### src/rtl/fir_feeder.sv
// fir_feeder: tagged host words -> sample FIFO streamed on fir_tvalid, full coefficient sets replayed last-to-first on fir_set_coeffs; ports clk, reset, in_data/in_is_coef/in_valid/in_ready, fir_x_n/fir_tvalid/fir_set_coeffs, busy, plus underrun_cnt when FIR_FEEDER_UNDERRUN_CNT_EN is defined
module fir_feeder #(
  parameter int TAP_SIZE    = 3,
  parameter int NBR_OF_TAPS = 6,
  parameter int X_N_SIZE    = 8,
  parameter int FIFO_DEPTH  = 4
) (
  input  logic                clk,
  input  logic                reset,
  input  logic [X_N_SIZE-1:0] in_data,
  input  logic                in_is_coef,
  input  logic                in_valid,
  output logic                in_ready,
  output logic [X_N_SIZE-1:0] fir_x_n,
  output logic                fir_tvalid,
  output logic                fir_set_coeffs,
  output logic                busy
`ifdef FIR_FEEDER_UNDERRUN_CNT_EN
  ,
  output logic [7:0]          underrun_cnt
`endif
);
  localparam int AW = $clog2(FIFO_DEPTH);
  localparam int CW = (NBR_OF_TAPS > 1) ? $clog2(NBR_OF_TAPS) : 1;
  localparam logic [CW-1:0] LAST = CW'(NBR_OF_TAPS - 1);
  typedef enum logic [1:0] {IDLE, STREAM, CFG_LOAD, CFG_GAP} state_t;
  state_t r_state, w_next;
  logic [TAP_SIZE-1:0] r_coef [NBR_OF_TAPS];
  logic [X_N_SIZE-1:0] r_mem [FIFO_DEPTH];
  logic [AW:0] r_wp, r_rp, w_wp_n, w_rp_n;
  logic [CW-1:0] r_cnt, r_idx, w_idx, w_sel;
  logic r_pend, w_pend_n, w_clr, w_pop, w_push, w_coef_wr, w_empty, w_full;
  logic w_tvalid, w_set, w_busy, w_underrun;
  logic [X_N_SIZE-1:0] w_x_n, w_coef_ext;
  logic [TAP_SIZE-1:0] w_coef;
  assign w_empty    = r_wp == r_rp;
  assign w_full     = (r_wp[AW] != r_rp[AW]) && (r_wp[AW-1:0] == r_rp[AW-1:0]);
  assign in_ready   = in_is_coef ? !r_pend : !w_full;
  assign w_push     = in_valid && !in_is_coef && !w_full;
  assign w_coef_wr  = in_valid && in_is_coef && !r_pend;
  // r_idx is the index on the output now; entry into CFG_LOAD starts at the top tap
  assign w_sel      = (r_state == CFG_LOAD) ? r_idx - CW'(1) : LAST;
  assign w_coef     = r_coef[w_sel];
  assign w_coef_ext = X_N_SIZE'($signed(w_coef));
  assign w_wp_n     = r_wp + (AW+1)'(w_push);
  assign w_rp_n     = r_rp + (AW+1)'(w_pop);
  assign w_pend_n   = (r_pend && !w_clr) || (w_coef_wr && r_cnt == LAST);
  assign w_busy     = (w_next != IDLE) || (w_wp_n != w_rp_n) || w_pend_n;
  // IDLE, STREAM and CFG_GAP share the same exit rules; outputs are computed for the state being entered
  always_comb begin
    w_next     = r_state;
    w_pop      = 1'b0;
    w_clr      = 1'b0;
    w_idx      = r_idx;
    w_x_n      = '0;
    w_tvalid   = 1'b0;
    w_set      = 1'b0;
    w_underrun = 1'b0;
    if (r_state == CFG_LOAD) begin
      if (r_idx == '0) begin
        w_next = CFG_GAP;
        w_clr  = 1'b1;
      end else begin
        w_idx = w_sel;
        w_x_n = w_coef_ext;
        w_set = 1'b1;
      end
    end else if (r_pend) begin
      w_next = CFG_LOAD;
      w_idx  = LAST;
      w_x_n  = w_coef_ext;
      w_set  = 1'b1;
    end else if (!w_empty) begin
      w_next   = STREAM;
      w_pop    = 1'b1;
      w_x_n    = r_mem[r_rp[AW-1:0]];
      w_tvalid = 1'b1;
    end else begin
      w_next     = IDLE;
      w_underrun = r_state == STREAM;
    end
  end
  always_ff @(posedge clk) begin
    if (reset) begin
      r_state        <= IDLE;
      r_wp           <= '0;
      r_rp           <= '0;
      r_cnt          <= '0;
      r_idx          <= '0;
      r_pend         <= 1'b0;
      fir_x_n        <= '0;
      fir_tvalid     <= 1'b0;
      fir_set_coeffs <= 1'b0;
      busy           <= 1'b0;
      for (int i = 0; i < NBR_OF_TAPS; i++) r_coef[i] <= '0;
    end else begin
      r_state        <= w_next;
      r_wp           <= w_wp_n;
      r_rp           <= w_rp_n;
      r_idx          <= w_idx;
      r_pend         <= w_pend_n;
      fir_x_n        <= w_x_n;
      fir_tvalid     <= w_tvalid;
      fir_set_coeffs <= w_set;
      busy           <= w_busy;
      if (w_push) r_mem[r_wp[AW-1:0]] <= in_data;
      if (w_coef_wr) begin
        r_coef[r_cnt] <= in_data[TAP_SIZE-1:0];
        r_cnt         <= (r_cnt == LAST) ? '0 : r_cnt + CW'(1);
      end
    end
  end
`ifdef FIR_FEEDER_UNDERRUN_CNT_EN
  always_ff @(posedge clk) begin
    if (reset) underrun_cnt <= '0;
    else if (w_underrun && underrun_cnt != 8'hFF) underrun_cnt <= underrun_cnt + 8'd1;
  end
`else
  logic w_unused;
  assign w_unused = w_underrun;
`endif
endmodule

### config.mk
export PLATFORM = sky130hd
export DESIGN_NAME = fir_feeder
export DESIGN_NICKNAME = d
export VERILOG_FILES = /design/src/rtl/fir_feeder.sv
export SDC_FILE = /design/constraint.sdc
export NUM_CORES = 1
export LEC_CHECK = 0
export CORE_ASPECT_RATIO = 0.8
export CORE_MARGIN = 5
export CORE_UTILIZATION = 43
export CTS_CLUSTER_SIZE = 25
export DETAILED_ROUTE_END_ITERATION = 7
export MAX_ROUTING_LAYER = met4
export REMOVE_ABC_BUFFERS = 1
export SLEW_MARGIN = 10
export SYNTH_ARGS = -nofsm -noshare
export SYNTH_HDL_FRONTEND = slang
export SYNTH_SLANG_ARGS = --single-unit
### constraint.sdc
create_clock -name clk -period 2.1 [get_ports clk]
set_input_delay 0.21 -clock clk [delete_from_list [all_inputs] [get_ports clk]]
set_output_delay 0.21 -clock clk [all_outputs]
set_load 0.005 [all_outputs]
==> flow_results.org <==
** Logic synthesis
- During synthesis, Yosys emitted a total of 0 warnings.
- Number of synthesized flops with an enable pin :: 56
- Area fraction in compound gates after synthesis :: about 4.5%
- Ranked by total cell area, the synthesized netlist is headed by edfxtp_1, dfxtp_1, mux4_2, and2_1, nand3_1.
- Post-synthesis cell type count :: 47
- Flops & latches, synth :: 82
- Synth async-reset ratio :: 0%
- Synthesized-area fraction occupied by and/or/nand/nor cells :: 17.2%
- The cell count after synthesis came out at 265.
- By count the netlist is led by edfxtp_1, dfxtp_1, and2_1, nor2_1, nand3_1.
- Post-synthesis share of cell area spent on xor and xnor gates :: 2.97%
- Of the post-synthesis cell area, the dominant cell type holds a little under half.
- In this run the cell area of the synthesized design comes to between 3000 and 4000 um^2.
- Mean area per synthesized cell :: around 13 um^2
- Arithmetic-cell share of the synthesized area counting full adders, half adders and majority gates :: roughly 2.1%
- Library cell occupying the most area in the post-synthesis netlist :: edfxtp_1
- Primary FF master, synth :: edfxtp_1
- After synthesis, the largest family of logic cells by area is simple AND/OR/NAND/NOR gates.
- Among all cell types in the netlist, the one instantiated most often is edfxtp_1.
- Fraction of synthesized area in multiplexers :: 9.04%
- Sequential element share of the synthesized area :: 62.2%

** Die
- Number of standard-cell rows in the floorplan :: 29
- Floorplan die width :: about 110 um
- In this run the standard cell core region covers 7980 um^2.
- Top-Level Pins :: 24
- The initial utilization of the core area, before any placement, comes to about 44%.
- The die is 91.2 um tall.
- The die covers between 10000 and 15000 um^2.

** Setup path
- On the worst path, the slowest cell contributes a delay of 340 ps.
- The startpoint identified for the worst register-to-register timing path is r_wp[1]$_SDFF_PP0_.
- The worst register-to-register path has a setup slack of between 100 and 150 ps.
- Critical path buffer and inverter count :: 0
- Worst Setup Path Type :: reg2reg
- Number of cells traversed by the worst register-to-register path :: 9
- Type of element capturing the critical path :: flop
- Crit Path Max Fanout :: 3
- In this run the critical register-to-register path is captured at busy$_SDFF_PP0_.
- On the critical path, the stage with the largest delay is an instance of dfxtp_2.
- Data on the critical path arrives at its endpoint at roughly 2200 ps.
- Req. time, crit path :: 2320 ps
- Largest delay contributor family on the critical path :: simple AND/OR/NAND/NOR gates
- The signal on the critical path passes through xnor2_2, and3_4, nor3b_2, ha_2, ha_4, xnor2_2, xnor2_1, nor4_1, a31oi_1.
- Nature of the critical path startpoint :: flop
- The cell that appears most often on the critical path is xnor2_2.

** Power
- In this run the static leakage power is 1.62 nW.
- IR analysis of the VDD net gives a maximum drop of 0.470 mV.
- Power density over cell area :: around 910 nW/um^2
- Summing internal, switching and leakage power gives 4.07 mW.

** Timing
- Part of the cycle the worst path needs :: 94.9%
- Setup violations remaining at the end of the flow were counted as 0.
- The number of pins with negative max-slew slack in the final report was 0.
- RSZ-0062 raised after global routing :: yes
- Remaining max-slew budget at the tightest pin :: a little over two thirds
- Derived from the worst setup path, the maximum achievable clock frequency is 0.502 GHz.
- Worst clock skew :: roughly 9.8 ps
- For the pin with the worst max-slew slack, the measured transition is 447 ps.
- Clock period minus worst slack :: 1990 ps
- Final Hold Vio Count :: 0

** Global route
- Entering global routing, the biggest net connects 17 pins.
- The number of global-route vias before repair was 2205.
- First-pass GRT wire length :: 11900 um
- After global routing the overflow that remains totals 0.
- Global routing used 15.6% of the available tracks across all layers.
- Antenna violations before repair :: 0

** Place
- RePlAce Congestion :: 0.865
- Detailed placer's ending HPWL :: between 5000 and 6000 um
- Total of buffers placed on input and output ports :: 23

** Min path
- Hold Crit Start :: in_data[4]
- Hold path depth :: 1
- Hold EP :: r_mem[2][4]$_DFFE_PP_
- The min-delay analysis places its worst path in the category in2reg.

** Finish
- Fraction of layout cells with a size suffix above 1 :: 26.5%
- Measured on the finished design, the core utilization comes to 56.1%.
- After the last flow step, the layout net total stands at 341.
- Layout filler cell count :: 667
- Number of diodes :: 0
- The area growth from synthesis to layout is 26.5%.

** CTS
- The clock passes through at most 2 buffers.
- Clock-pin slew was measured on the worst setup and hold paths at 80 ps.
- The H-tree was split into 3 levels.
- TritonCTS built the clock tree.
- Total clock sinks :: 82
- Clock latency on the worst-skew pair :: between 300 and 400 ps
- The number of hold buffers added after CTS was 0.
- In this run, CTS created clock tree buffers numbering 9.
- Clock root buffer :: clkbuf_8

** Detailed routing
- Number of detailed-route iterations in the first pass :: 4
- DRC errors left :: 0
- Drt first-iter violations :: 117
- Total Routed Length :: 7360 um
- The routed layout has about 2300 vias.
- Detailed-route vias per instance :: approximately 5.2
- Antenna Violating Nets Remaining :: 0
- WL per Instance :: 16.9 um

** Flow run
- Max-cap violations in this run came to 0.

** Status
- Result of the run :: finished, final reports clean
## cells by family (layout without fill, tap and decap cells)
family | Yosys count | count (layout)
AO/OA/AOI/OAI | 24 | 24
XOR/XNOR | 12 | 12
adder cells (fa/ha/maj) | 6 | 6
buffers and inverters | 16 | 79
flip-flops | 82 | 82
multiplexers | 19 | 19
AND/OR/NAND/NOR | 106 | 106
## where the power goes
group,switching [mW],internal [mW]
logic,0.352,0.429
registers,0.0496,1.83
clock network,0.601,0.811
## flip-flops by register name, summed over array words and instances (netlist names), 2 cells and up
| signal | cells |
|---|---|
| r_cnt | 3 |
| r_coef | 24 |
| r_state | 2 |
| r_mem | 32 |
| r_wp | 3 |
| r_idx | 3 |
| fir_x_n | 8 |
| r_rp | 3 |
## worst reg2reg max path, cell delays in order (launching register included)
cell	delay, ps
dfxtp_2	340
xnor2_2	240
and3_4	230
nor3b_2	40
ha_2	200
ha_4	170
xnor2_2	130
xnor2_1	120
nor4_1	290
a31oi_1	110
## cell usage in the layout (no fill, tap or decap), types with 3 or more instances in the layout
cell type        instances
a21oi_1                  7
and2_1                  19
buf_4                   34
bufinv_16                3
clkbuf_8                 9
clkdlybuf4s50_1         23
dfxtp_1                 21
dfxtp_2                  5
edfxtp_1                56
ha_1                     3
inv_1                    4
inv_6                    3
mux2_2                   4
mux2i_1                  5
mux4_2                  10
nand2_1                 12
nand2b_1                 5
nand3_1                 16
nand4_1                  3
nor2_1                  19
nor2b_1                  5
nor3_1                   3
nor4bb_1                 5
o21ai_0                  5
or2_2                    3
xnor2_1                  5
xor2_1                   3
## per-layer routing
layer  GRT usage (%)  vias up  wire, um
met4            5.37        0       116
met5               -        -         0
met1            22.2     1108      3650
li1                -     1106         -
met2            21.7       50      3230
met3            4.19       12       367
## worst max-delay path by stage
stage,cells after the start,to,from
after floorplan,8,busy$_SDFF_PP0_,r_rp[0]$_SDFF_PP0_
after global placement,9,busy$_SDFF_PP0_,r_rp[0]$_SDFF_PP0_
after detailed placement,9,busy$_SDFF_PP0_,r_rp[0]$_SDFF_PP0_
after CTS,8,busy$_SDFF_PP0_,r_rp[0]$_SDFF_PP0_
after global routing,9,busy$_SDFF_PP0_,r_wp[1]$_SDFF_PP0_
final,9,busy$_SDFF_PP0_,r_wp[1]$_SDFF_PP0_
## through the flow
stage | cell area, um^2 | hold slack, ps | TNS (ps) | worst slack [ps] | cells
finish | 4480 | 493 | 0 | 107 | 436
global route | 4480 | 484 | -37.5 | -37.5 | 436
CTS | 4380 | 476 | 0 | 20.4 | 432
detailed placement | 4120 | 509 | -1.14 | -1.14 | 416
global placement | 4120 | 501 | 0 | 35.3 | 416
floorplan | 3490 | 279 | -2720 | -635 | 253
## cell type report
| class | count | area, um^2 | share of cell area, % |
|---|---|---|---|
| Sequential cell | 82 | 2210 | 49.3 |
| Multi-Input combinational cell | 167 | 1340 | 30.0 |
| Timing Repair Buffer | 59 | 526 | 11.7 |
| Inverter | 4 | 15.0 | 0.335 |
| Clock inverter | 7 | 128 | 2.85 |
| Tap cell | 108 | 135 | 3.02 |
| Clock buffer | 9 | 124 | 2.77 |
## repair_timing
action,4_1_cts,5_1_grt
cloned,0,0
gates resized for setup,2,15
setup buffers,0,4
pin swaps,0,9
setup endpoints to repair,1,1
(Power assumes the default switching activity.)
